File: config.mk
export PLATFORM = sky130hd
export DESIGN_NAME = ex_div_seq_flat
export DESIGN_NICKNAME = d
export VERILOG_FILES = /design/src/rtl/ex_div_seq_pkg.sv /design/src/rtl/ex_div_seq_if.sv /design/src/rtl/ex_div_seq.sv /design/src/flat_wrapper.sv
export SDC_FILE = /design/constraint.sdc
export NUM_CORES = 1
export LEC_CHECK = 0
export BUFFER_PORTS_ARGS = -buffer_cell sky130_fd_sc_hd__buf_2
export CAP_MARGIN = 30
export CORE_MARGIN = 1
export CORE_UTILIZATION = 56
export DETAILED_ROUTE_END_ITERATION = 6
export PLACE_DENSITY = 0.85
export SLEW_MARGIN = 5
export SYNTH_ARGS = -nofsm -noshare
export SYNTH_HDL_FRONTEND = slang
export SYNTH_SLANG_ARGS = --single-unit
File: constraint.sdc
create_clock -name clk -period 4.06 [get_ports clk]
set_input_delay 1.015 -clock clk [delete_from_list [all_inputs] [get_ports clk]]
set_output_delay 1.015 -clock clk [all_outputs]
set_load 0.1 [all_outputs]
File: src/rtl/ex_div_seq_pkg.sv
// rtl/ex_div_seq_pkg.sv - shared encodings and helpers for the EX-stage divide sequencer
package ex_div_seq_pkg;

    typedef enum logic [1:0] {
        DIV_OP_DIV  = 2'b00,
        DIV_OP_DIVU = 2'b01,
        DIV_OP_REM  = 2'b10,
        DIV_OP_REMU = 2'b11
    } div_op_e;

    typedef enum logic [1:0] {
        DIV_IDLE = 2'b00,
        DIV_BUSY = 2'b01,
        DIV_DONE = 2'b10
    } div_state_e;

    // DIV and REM are the signed flavours; bit 0 of the op code marks unsigned
    function automatic logic op_is_signed(input logic [1:0] op);
        return ~op[0];
    endfunction

    // REM and REMU return the remainder instead of the quotient
    function automatic logic op_is_rem(input logic [1:0] op);
        return op[1];
    endfunction

endpackage

File: src/rtl/ex_div_seq_if.sv
// rtl/ex_div_seq_if.sv - EX-stage to divide sequencer request/response bundle
interface ex_div_seq_if #(
    parameter int XLEN = 32
);
    logic            start;
    logic [1:0]      op;
    logic [XLEN-1:0] dividend;
    logic [XLEN-1:0] divisor;
    logic            cancel;
    logic [XLEN-1:0] result;
    logic            result_valid;
    logic            busy;
    logic            stallreq;

    modport master (
        output start, op, dividend, divisor, cancel,
        input  result, result_valid, busy, stallreq
    );

    modport slave (
        input  start, op, dividend, divisor, cancel,
        output result, result_valid, busy, stallreq
    );
endinterface

File: src/rtl/ex_div_seq.sv
// rtl/ex_div_seq.sv - radix-2 restoring divide sequencer for RV32M DIV/DIVU/REM/REMU
module ex_div_seq
    import ex_div_seq_pkg::*;
#(
    parameter int XLEN = 32
) (
    input logic         clk,
    input logic         rst,
    ex_div_seq_if.slave bus
);

    localparam int              CNT_W    = $clog2(XLEN);
    localparam logic [CNT_W-1:0] CNT_LAST = CNT_W'(XLEN - 1);
    localparam logic [XLEN-1:0] MIN_NEG  = {1'b1, {(XLEN-1){1'b0}}};

    function automatic logic [XLEN-1:0] cond_neg(input logic neg, input logic [XLEN-1:0] v);
        return neg ? -v : v;
    endfunction

    div_state_e       state;
    logic             rem_sel;
    logic             neg_q;
    logic             neg_r;
    logic [XLEN-1:0]  quo;
    logic [XLEN-1:0]  rem;
    logic [XLEN-1:0]  dsor;
    logic [CNT_W-1:0] cnt;
    logic [XLEN-1:0]  result_r;
    logic             valid_r;

    // Operand preparation for a new request
    logic            sgn;
    logic            a_neg;
    logic            b_neg;
    logic [XLEN-1:0] a_abs;
    logic [XLEN-1:0] b_abs;
    logic            div_zero;
    logic            ovf;
    logic [XLEN-1:0] special_res;

    assign sgn      = op_is_signed(bus.op);
    assign a_neg    = sgn & bus.dividend[XLEN-1];
    assign b_neg    = sgn & bus.divisor[XLEN-1];
    assign a_abs    = cond_neg(a_neg, bus.dividend);
    assign b_abs    = cond_neg(b_neg, bus.divisor);
    assign div_zero = (bus.divisor == '0);
    assign ovf      = sgn && (bus.dividend == MIN_NEG) && (bus.divisor == '1);

    // Divide by zero: q = all ones, r = dividend. Overflow: q = dividend (MIN_NEG), r = 0.
    assign special_res = div_zero ? (op_is_rem(bus.op) ? bus.dividend : '1)
                                  : (op_is_rem(bus.op) ? '0 : bus.dividend);

    // One restoring step: quo doubles as the dividend shifter and the quotient collector
    logic [XLEN:0]   rem_sh;
    logic [XLEN+1:0] diff;
    logic            borrow;
    logic [XLEN-1:0] rem_nx;
    logic [XLEN-1:0] quo_nx;
    logic            unused_diff_bit;

    assign rem_sh          = {rem, quo[XLEN-1]};
    assign diff            = {1'b0, rem_sh} - {2'b00, dsor};
    assign borrow          = diff[XLEN+1];
    assign rem_nx          = borrow ? rem_sh[XLEN-1:0] : diff[XLEN-1:0];
    assign quo_nx          = {quo[XLEN-2:0], ~borrow};
    assign unused_diff_bit = diff[XLEN];

    // Sequencer: accept, iterate, fix up signs and present the result for one cycle
    always_ff @(posedge clk) begin
        if (rst) begin
            state    <= DIV_IDLE;
            rem_sel  <= 1'b0;
            neg_q    <= 1'b0;
            neg_r    <= 1'b0;
            quo      <= '0;
            rem      <= '0;
            dsor     <= '0;
            cnt      <= '0;
            result_r <= '0;
            valid_r  <= 1'b0;
        end else begin
            valid_r <= 1'b0;
            if (bus.cancel) begin
                state <= DIV_IDLE;
                cnt   <= '0;
            end else begin
                case (state)
                    DIV_IDLE: begin
                        if (bus.start) begin
                            rem_sel <= op_is_rem(bus.op);
                            neg_q   <= a_neg ^ b_neg;
                            neg_r   <= a_neg;
                            quo     <= a_abs;
                            rem     <= '0;
                            dsor    <= b_abs;
                            cnt     <= '0;
                            if (div_zero || ovf) begin
                                result_r <= special_res;
                                valid_r  <= 1'b1;
                                state    <= DIV_DONE;
                            end else begin
                                state <= DIV_BUSY;
                            end
                        end
                    end
                    DIV_BUSY: begin
                        quo <= quo_nx;
                        rem <= rem_nx;
                        cnt <= cnt + CNT_W'(1);
                        if (cnt == CNT_LAST) begin
                            result_r <= rem_sel ? cond_neg(neg_r, rem_nx) : cond_neg(neg_q, quo_nx);
                            valid_r  <= 1'b1;
                            state    <= DIV_DONE;
                        end
                    end
                    DIV_DONE: state <= DIV_IDLE;
                    default:  state <= DIV_IDLE;
                endcase
            end
        end
    end

    assign bus.result       = result_r;
    assign bus.result_valid = valid_r;
    assign bus.busy         = (state != DIV_IDLE);
    assign bus.stallreq     = ((state == DIV_IDLE) && bus.start && !bus.cancel) || (state == DIV_BUSY);

endmodule

File: src/flat_wrapper.sv
// flat-port wrapper written by rule: the top's interface ports become plain ports
module ex_div_seq_flat import ex_div_seq_pkg::*;
#(
    parameter int XLEN = 32
)
  (clk, rst, bus_start, bus_op, bus_dividend, bus_divisor, bus_cancel, bus_result, bus_result_valid, bus_busy, bus_stallreq);
  ex_div_seq_if #(.XLEN(XLEN)) bus_i ();
  input logic clk;
  input logic rst;
  input wire logic [$bits(bus_i.start)-1:0] bus_start;
  input wire logic [$bits(bus_i.op)-1:0] bus_op;
  input wire logic [$bits(bus_i.dividend)-1:0] bus_dividend;
  input wire logic [$bits(bus_i.divisor)-1:0] bus_divisor;
  input wire logic [$bits(bus_i.cancel)-1:0] bus_cancel;
  output wire logic [$bits(bus_i.result)-1:0] bus_result;
  output wire logic [$bits(bus_i.result_valid)-1:0] bus_result_valid;
  output wire logic [$bits(bus_i.busy)-1:0] bus_busy;
  output wire logic [$bits(bus_i.stallreq)-1:0] bus_stallreq;
  assign bus_i.start = bus_start;
  assign bus_i.op = bus_op;
  assign bus_i.dividend = bus_dividend;
  assign bus_i.divisor = bus_divisor;
  assign bus_i.cancel = bus_cancel;
  assign bus_result = bus_i.result;
  assign bus_result_valid = bus_i.result_valid;
  assign bus_busy = bus_i.busy;
  assign bus_stallreq = bus_i.stallreq;
  ex_div_seq #(.XLEN(XLEN)) u_core (.clk(clk), .rst(rst), .bus(bus_i));
endmodule
-- After elaboration in Yosys (flattened, before gate mapping)
Index checks and enable logic that the tools add are counted.
- output and inout bits: 35
- word-level logic and storage cells: 73
- register bits: 139
- add/subtract/negate cells: 6
- equal/unequal tests: 7
- reductions and logical operators: 17
- bitwise operators: 6
- mux-type cells: 27
- operator list (kind ; number):
    32-bit 2-to-1 mux ; 14
    32-bit case mux with 2 select lines ; 3
    32-bit negation ; 4
    32-bit equality test, second input constant ; 2
    33-bit by 32-bit subtractor with 34-bit output ; 1
    32-bit zero test ; 1
    5-bit case mux with 2 select lines ; 1
    2-bit 2-to-1 mux ; 3
    3-bit AND reduction ; 2
    5-bit by 1-bit adder with 5-bit output, second input constant ; 1
    5-bit equality test, second input constant ; 1
    5-bit 2-to-1 mux ; 1
    5-bit AND reduction ; 1
    1-bit logical AND ; 4
    2-bit by 1-bit inequality test with 1-bit output, second input constant ; 2
    2-bit case mux with 2 select lines ; 1
    2-bit AND reduction ; 2
    2-bit nonzero test ; 2
    1-bit 2-to-1 mux ; 3
    1-bit NOT ; 3
    1-bit bitwise AND ; 2
    2-bit by 1-bit equality test with 1-bit output, second input constant ; 1
    2-bit zero test ; 1
    1-bit logical OR ; 2
    other kinds (5) ; 5

-- Depth between registers and ports, before layout
- depth after elaboration: 7
- depth in mapped cells: 26

-- Worst setup path after synthesis
OpenSTA, ideal clock, no wires.
- path kind: register -> register
- start: reg u_core.dsor[26]
- end: reg u_core.result_r[26] (netlist: u_core.bus.result[26])
- arrival: 4.322 ns
- data required time: 3.973 ns
- path slack: -0.350 ns
- buffers on the path: 3
- stages on the path, launching flop included: 21
- period minus slack after synthesis: 4.410 ns
- setup time: 0.087 ns
- cell sequence: dfxtp_1 inv_1 ha_1 buf_2 a21oi_1 nor2_1 a211oi_1 o21a_1 nand3_2 inv_2 buf_1 buf_1 ha_1 nand3_1 or2_2 or3_1 o41ai_2 xnor2_1 a22oi_1 a211o_1 o31ai_1
- word-level cells in the longest chain between the ends: 7
- elaborated cells between the ends (all ways): 10
- those cells by class: 3 x add/sub; 6 x mux; 1 x bitwise
- RTL lines (item ; line ; text):
    start: declaration ; ex_div_seq.sv:26 ; logic [XLEN-1:0] dsor;
    start signal: assignment ; ex_div_seq.sv:95 ; dsor <= b_abs;
    33-bit by 32-bit subtractor with 34-bit output * ; ex_div_seq.sv:62 ; assign diff = {1'b0, rem_sh} - {2'b00, dsor};
    32-bit 2-to-1 mux / 1-bit NOT (equally long branches) ; ex_div_seq.sv:64, ex_div_seq.sv:65 ;
    32-bit negation ; ex_div_seq.sv:17 ; return neg ? -v : v;
    32-bit 2-to-1 mux ; ex_div_seq.sv:17 ;
    32-bit 2-to-1 mux * ; ex_div_seq.sv:111 ; result_r <= rem_sel ? cond_neg(neg_r, rem_nx) : cond_neg(neg_q, quo_nx);
    32-bit 2-to-1 mux * ; ex_div_seq.sv:110 ; if (cnt == CNT_LAST) begin
    32-bit case mux with 2 select lines * ; ex_div_seq.sv:87 ; case (state)
    end signal: assignment ; ex_div_seq.sv:98 ; result_r <= special_res;
    end signal: assignment ; ex_div_seq.sv:111 ;
    end: declaration ; ex_div_seq.sv:28 ; logic [XLEN-1:0] result_r;
Mark *: on every way between the ends. The rest lies on a longest branch, timed or not. The select of a mux whose other input is x is not followed.
A chain may end at the register's enable or synchronous reset.

-- Final worst setup path
- start: reg u_core.rem[29]
- end: reg u_core.result_r[26] (netlist: u_core.bus.result[26])
- word-level cells in the longest chain between the ends: 7
- elaborated cells between the ends (all ways): 10
- those cells by class: 3 x add/sub; 6 x mux; 1 x bitwise
- RTL lines (item ; line ; text):
    start: declaration ; ex_div_seq.sv:25 ; logic [XLEN-1:0] rem;
    start signal: assignment ; ex_div_seq.sv:108 ; rem <= rem_nx;
    33-bit by 32-bit subtractor with 34-bit output * ; ex_div_seq.sv:62 ;
    32-bit 2-to-1 mux / 1-bit NOT (equally long branches) ; ex_div_seq.sv:64, ex_div_seq.sv:65 ;
    32-bit negation ; ex_div_seq.sv:17 ;
    32-bit 2-to-1 mux ; ex_div_seq.sv:17 ;
    32-bit 2-to-1 mux * ; ex_div_seq.sv:111 ;
    32-bit 2-to-1 mux * ; ex_div_seq.sv:110 ;
    32-bit case mux with 2 select lines * ; ex_div_seq.sv:87 ;
Marked as above.

==> impl_results.md <==
- Critical Path Slowest Stage Cell: dfxtp_1
- Die Wd: roughly 150 µm
- Syn_area_per_cell: slightly above 7 µm²
- GP Congestion: around 0.95
- Max_cap viols: 0
- Async set-reset flop share out of synthesis: 0%
- Buf/Inv on CP: 2
- Hold path cells: 2
- Clk sinks: about 140
- First-pass GRT wire length: 64700 µm
- Status: complete, but fails checks
- Die Y: 147 µm
- # setup viols final: 0
- IO buf count: roughly 100
- Initial antenna violation count: 0
- R2r worst-path depth: 16
- Post-synth EDFFs: 0
- Mapped cell area: roughly 12000 µm²
- Final Max Tran Viols: 0
- Synthesis-stage register bit count: around 140
- Drt pass-1 iters: 7
- Sw power: about 1.6 mW
- Pre-CTS setup slack: -0.0139 ns
- Slowest stage delay, CP: 0.44 ns
- Max frequency: 248 MHz
- Leading area contributor after synthesis: dfxtp_1
- Pin count of the biggest net entering global routing: 82
- Final net count: ~2000
- Fin crit share: ~100%
- Worst-path clk slew: roughly 0.070 ns
- Clock root buffer: clkbuf_16
- DIE AREA: 21600 µm²
- CTS buffer count: 17
- Post-synthesis instance total: 1672
- Area growth from synthesis to layout: 24.3%
- Top Metal Used: met4
- Clock network power share: a little over a third
- Fraction of layout cells with a size suffix above 1: a little under a quarter
- Failing checks: design-rule violations
- Post-layout util: a little under three quarters
- Yosys cell types: ~90
- Min-Delay Endpoint: u_core.dsor[31]$_SDFFE_PP0P_
- Worst-Skew Late Latency: about 0.45 ns
- Startpoint Class: flop
- Syn_nets: approximately 1800
- Vias/cell: between 6 and 7
- Wire length on met3: 4630 µm
- Vias in the first global route: roughly 12000
- Final WL: about 43000 µm
- Fin worst setup slack: 0.0234 ns
- Critical-path cell list: ha_4 -> a21o_1 -> a211oi_1 -> o21a_2 -> nand3_2 -> buf_12 -> inv_4 -> ha_2 -> nand3_2 -> or2_2 -> or3_4 -> o41ai_4 -> xnor2_1 -> a22oi_1 -> a211o_1 -> o31ai_1
- Worst Hold Launch: u_core.dsor[31]$_SDFFE_PP0P_
- CTS max path bufs: 2
- Crit path max-delay family: compound AO/OA/AOI/OAI gates
- Worst r2r dst: u_core.bus.result[26]$_SDFFE_PP0P_
- Worst-Margin Slew: 0.939 ns
- Ys flop type: dfxtp_1
- Reg-to-reg critical path startpoint: u_core.rem[29]$_SDFFE_PP0P_
- Gr ovfl total: 0
- Max transition margin: between 30% and 40%
- Critical Path AT: around 4.4 ns
- Final clock skew: around 0.012 ns
- Core footprint: 20400 µm²
- Row cnt: 52
- Worst vdd ir: between 0.3 and 0.4 mV
- Drt drc: 11
- Total Power: around 4.4 mW
- GRT Total Usage: 37.4%
- Commonest non-fill, non-tap cells in the layout: 262 x nor2_1, 161 x buf_4, 159 x a21oi_1
- Final hold violations: 0
- Design area: roughly 15000 µm²
- Hold Path Class: flop to flop
- # IOs: 105
- Area share of the largest cell type after synthesis: 23.6%
- Max FO, Critical Path: 6
- Sequential share of power: between 30% and 40%
- CP Capture Type: flop
- Number of diodes: 0
- CP required: approximately 4.4 ns
- Met1 wire length: 16700 µm
- Antenna Nets Post-Route: 0
- Most frequent cell on the critical path: nand3_2
- CTS H-Tree Depth: 4
- Number of DRC markers in iteration 0: around 2000
- Dpl hpwl: about 31000 µm
- YS warnings: 0
- Pleak: a little under 6 nW
- Sequential area share after synthesis: 23.6%
- Largest cells by area after synthesis: dfxtp_1 24%, nor2_1 8.5%, a21oi_1 7.2%
- Commonest non-fill, non-tap cell in the layout: nor2_1
- PwrDens: 303 nW/µm²
- Kind of critical path: flop to flop
- Post-route minimum period: between 4 and 5 ns
- Starting density of the core: between 50 and 60%
- Combinational fraction of design power: a little under a third
- WL met2: approximately 19000 µm
- Int Power: ~2.9 mW
- TritonCTS clock tree: yes
- Reg2reg setup slack: ~0.023 ns
- Net Sw Frac: roughly 36%
- DR vias: 14205
- Routed len/inst: about 20 µm
- Placed Instance Area: between 10000 and 15000 µm²
[routing by layer]
metal | GRT usage, % | vias up
li1 | - | 6444
met1 | 49.7 | 6573
met2 | 59.6 | 968
met3 | 5.50 | 220
met4 | 17.3 | 0
met5 | 0 | -
[metrics by stage]
stage          TNS [ns]  cells  hold slack (ns)
6_report              0   2130            0.475
5_1_grt          -0.622   2130            0.496
3_5_place_dp    -0.0139   2080            0.471
2_1_floorplan         0   1672            0.432
3_3_place_gp          0   2079            0.446
4_1_cts               0   2112            0.480
[sequential cells by signal (all words and copies together), names as in the netlist]
signal,flops
u_core.bus.result,32
u_core.bus.result_valid,1
u_core.cnt,5
u_core.dsor,32
u_core.neg_q,1
u_core.neg_r,1
u_core.quo,32
u_core.rem,32
u_core.rem_sel,1
u_core.state,2
[Yosys cell counts (8+ instances only)]
library cell	instances
a211oi_1	73
a21o_1	10
a21oi_1	170
a22oi_1	26
a311oi_1	18
a31oi_1	10
and3_1	9
buf_1	8
buf_2	17
clkbuf_1	78
dfxtp_1	139
ha_1	39
inv_1	55
mux2i_1	15
nand2_1	152
nand2b_1	11
nand3_1	23
nand4_1	22
nor2_1	267
nor2b_1	11
nor3_1	41
nor4_1	17
o211ai_1	24
o21a_1	10
o21ai_0	103
o31ai_1	29
o41ai_1	12
or2_2	12
or3_1	18
or4_1	8
xnor2_1	59
xor2_1	58
[cells by family after synthesis]
group	after synthesis	share of synthesized area, %
and+or+nand+nor	629	24.6
AOI/OAI and AO/OA	557	31.0
buffers and inverters	168	5.83
DFF	139	23.6
xor gates and xnor gates	117	8.69
adders and majority gates	40	4.31
muxes	22	1.94
[power by group through the flow]
stage	Sequential (mW)	Clock [mW]	Combinational, mW
detailed placement	1.50	0	1.20
finish	1.48	1.61	1.36
global route	1.48	1.66	1.45
floorplan	1.52	0	0.761
CTS	1.47	1.60	1.21
global placement	1.50	0	1.17
[layout make-up]
| class | count | area, µm² |
|---|---|---|
| Sequential cell | 139 | 2810 |
| Multi-Input combinational cell | 1365 | 8910 |
| Inverter | 56 | 213 |
| Clock buffer | 17 | 425 |
| Timing Repair Buffer | 268 | 1800 |
| Clock inverter | 15 | 161 |
| Tap cell | 270 | 338 |
| Fill cell | 1593 | 5780 |
[worst reg2reg max path, stage by stage, from the launching register on]
cell,delay (ns)
dfxtp_1,0.44
ha_4,0.25
a21o_1,0.18
a211oi_1,0.40
o21a_2,0.28
nand3_2,0.12
buf_12,0.16
inv_4,0.05
ha_2,0.19
nand3_2,0.11
or2_2,0.34
or3_4,0.41
o41ai_4,0.32
xnor2_1,0.18
a22oi_1,0.14
a211o_1,0.31
o31ai_1,0.06
[how the worst max path moves through the flow]
stage / slack (ns) / start / to / cells after the start
2_1_floorplan: 0.005 / u_core.dsor[26]$_SDFFE_PP0P_ / u_core.bus.result[30]$_SDFFE_PP0P_ / 24
3_3_place_gp: 0.1 / bus_divisor[18] / u_core.bus.result[29]$_SDFFE_PP0P_ / 14
3_5_place_dp: -0.01 / u_core.dsor[20]$_SDFFE_PP0P_ / u_core.bus.result[26]$_SDFFE_PP0P_ / 18
4_1_cts: 0.006 / u_core.dsor[6]$_SDFFE_PP0P_ / u_core.bus.result[30]$_SDFFE_PP0P_ / 19
5_1_grt: -0.09 / u_core.dsor[29]$_SDFFE_PP0P_ / u_core.bus.result[24]$_SDFFE_PP0P_ / 19
6_report: 0.02 / u_core.rem[29]$_SDFFE_PP0P_ / u_core.bus.result[26]$_SDFFE_PP0P_ / 16
[what timing repair did]
item,4_1_cts,5_1_grt
setup buffers,0,18
pin swaps,1,34
gates resized for setup,2,90
hold buffers,0,0
setup endpoints to repair,2,22
Power figures use the tool's default switching activity.
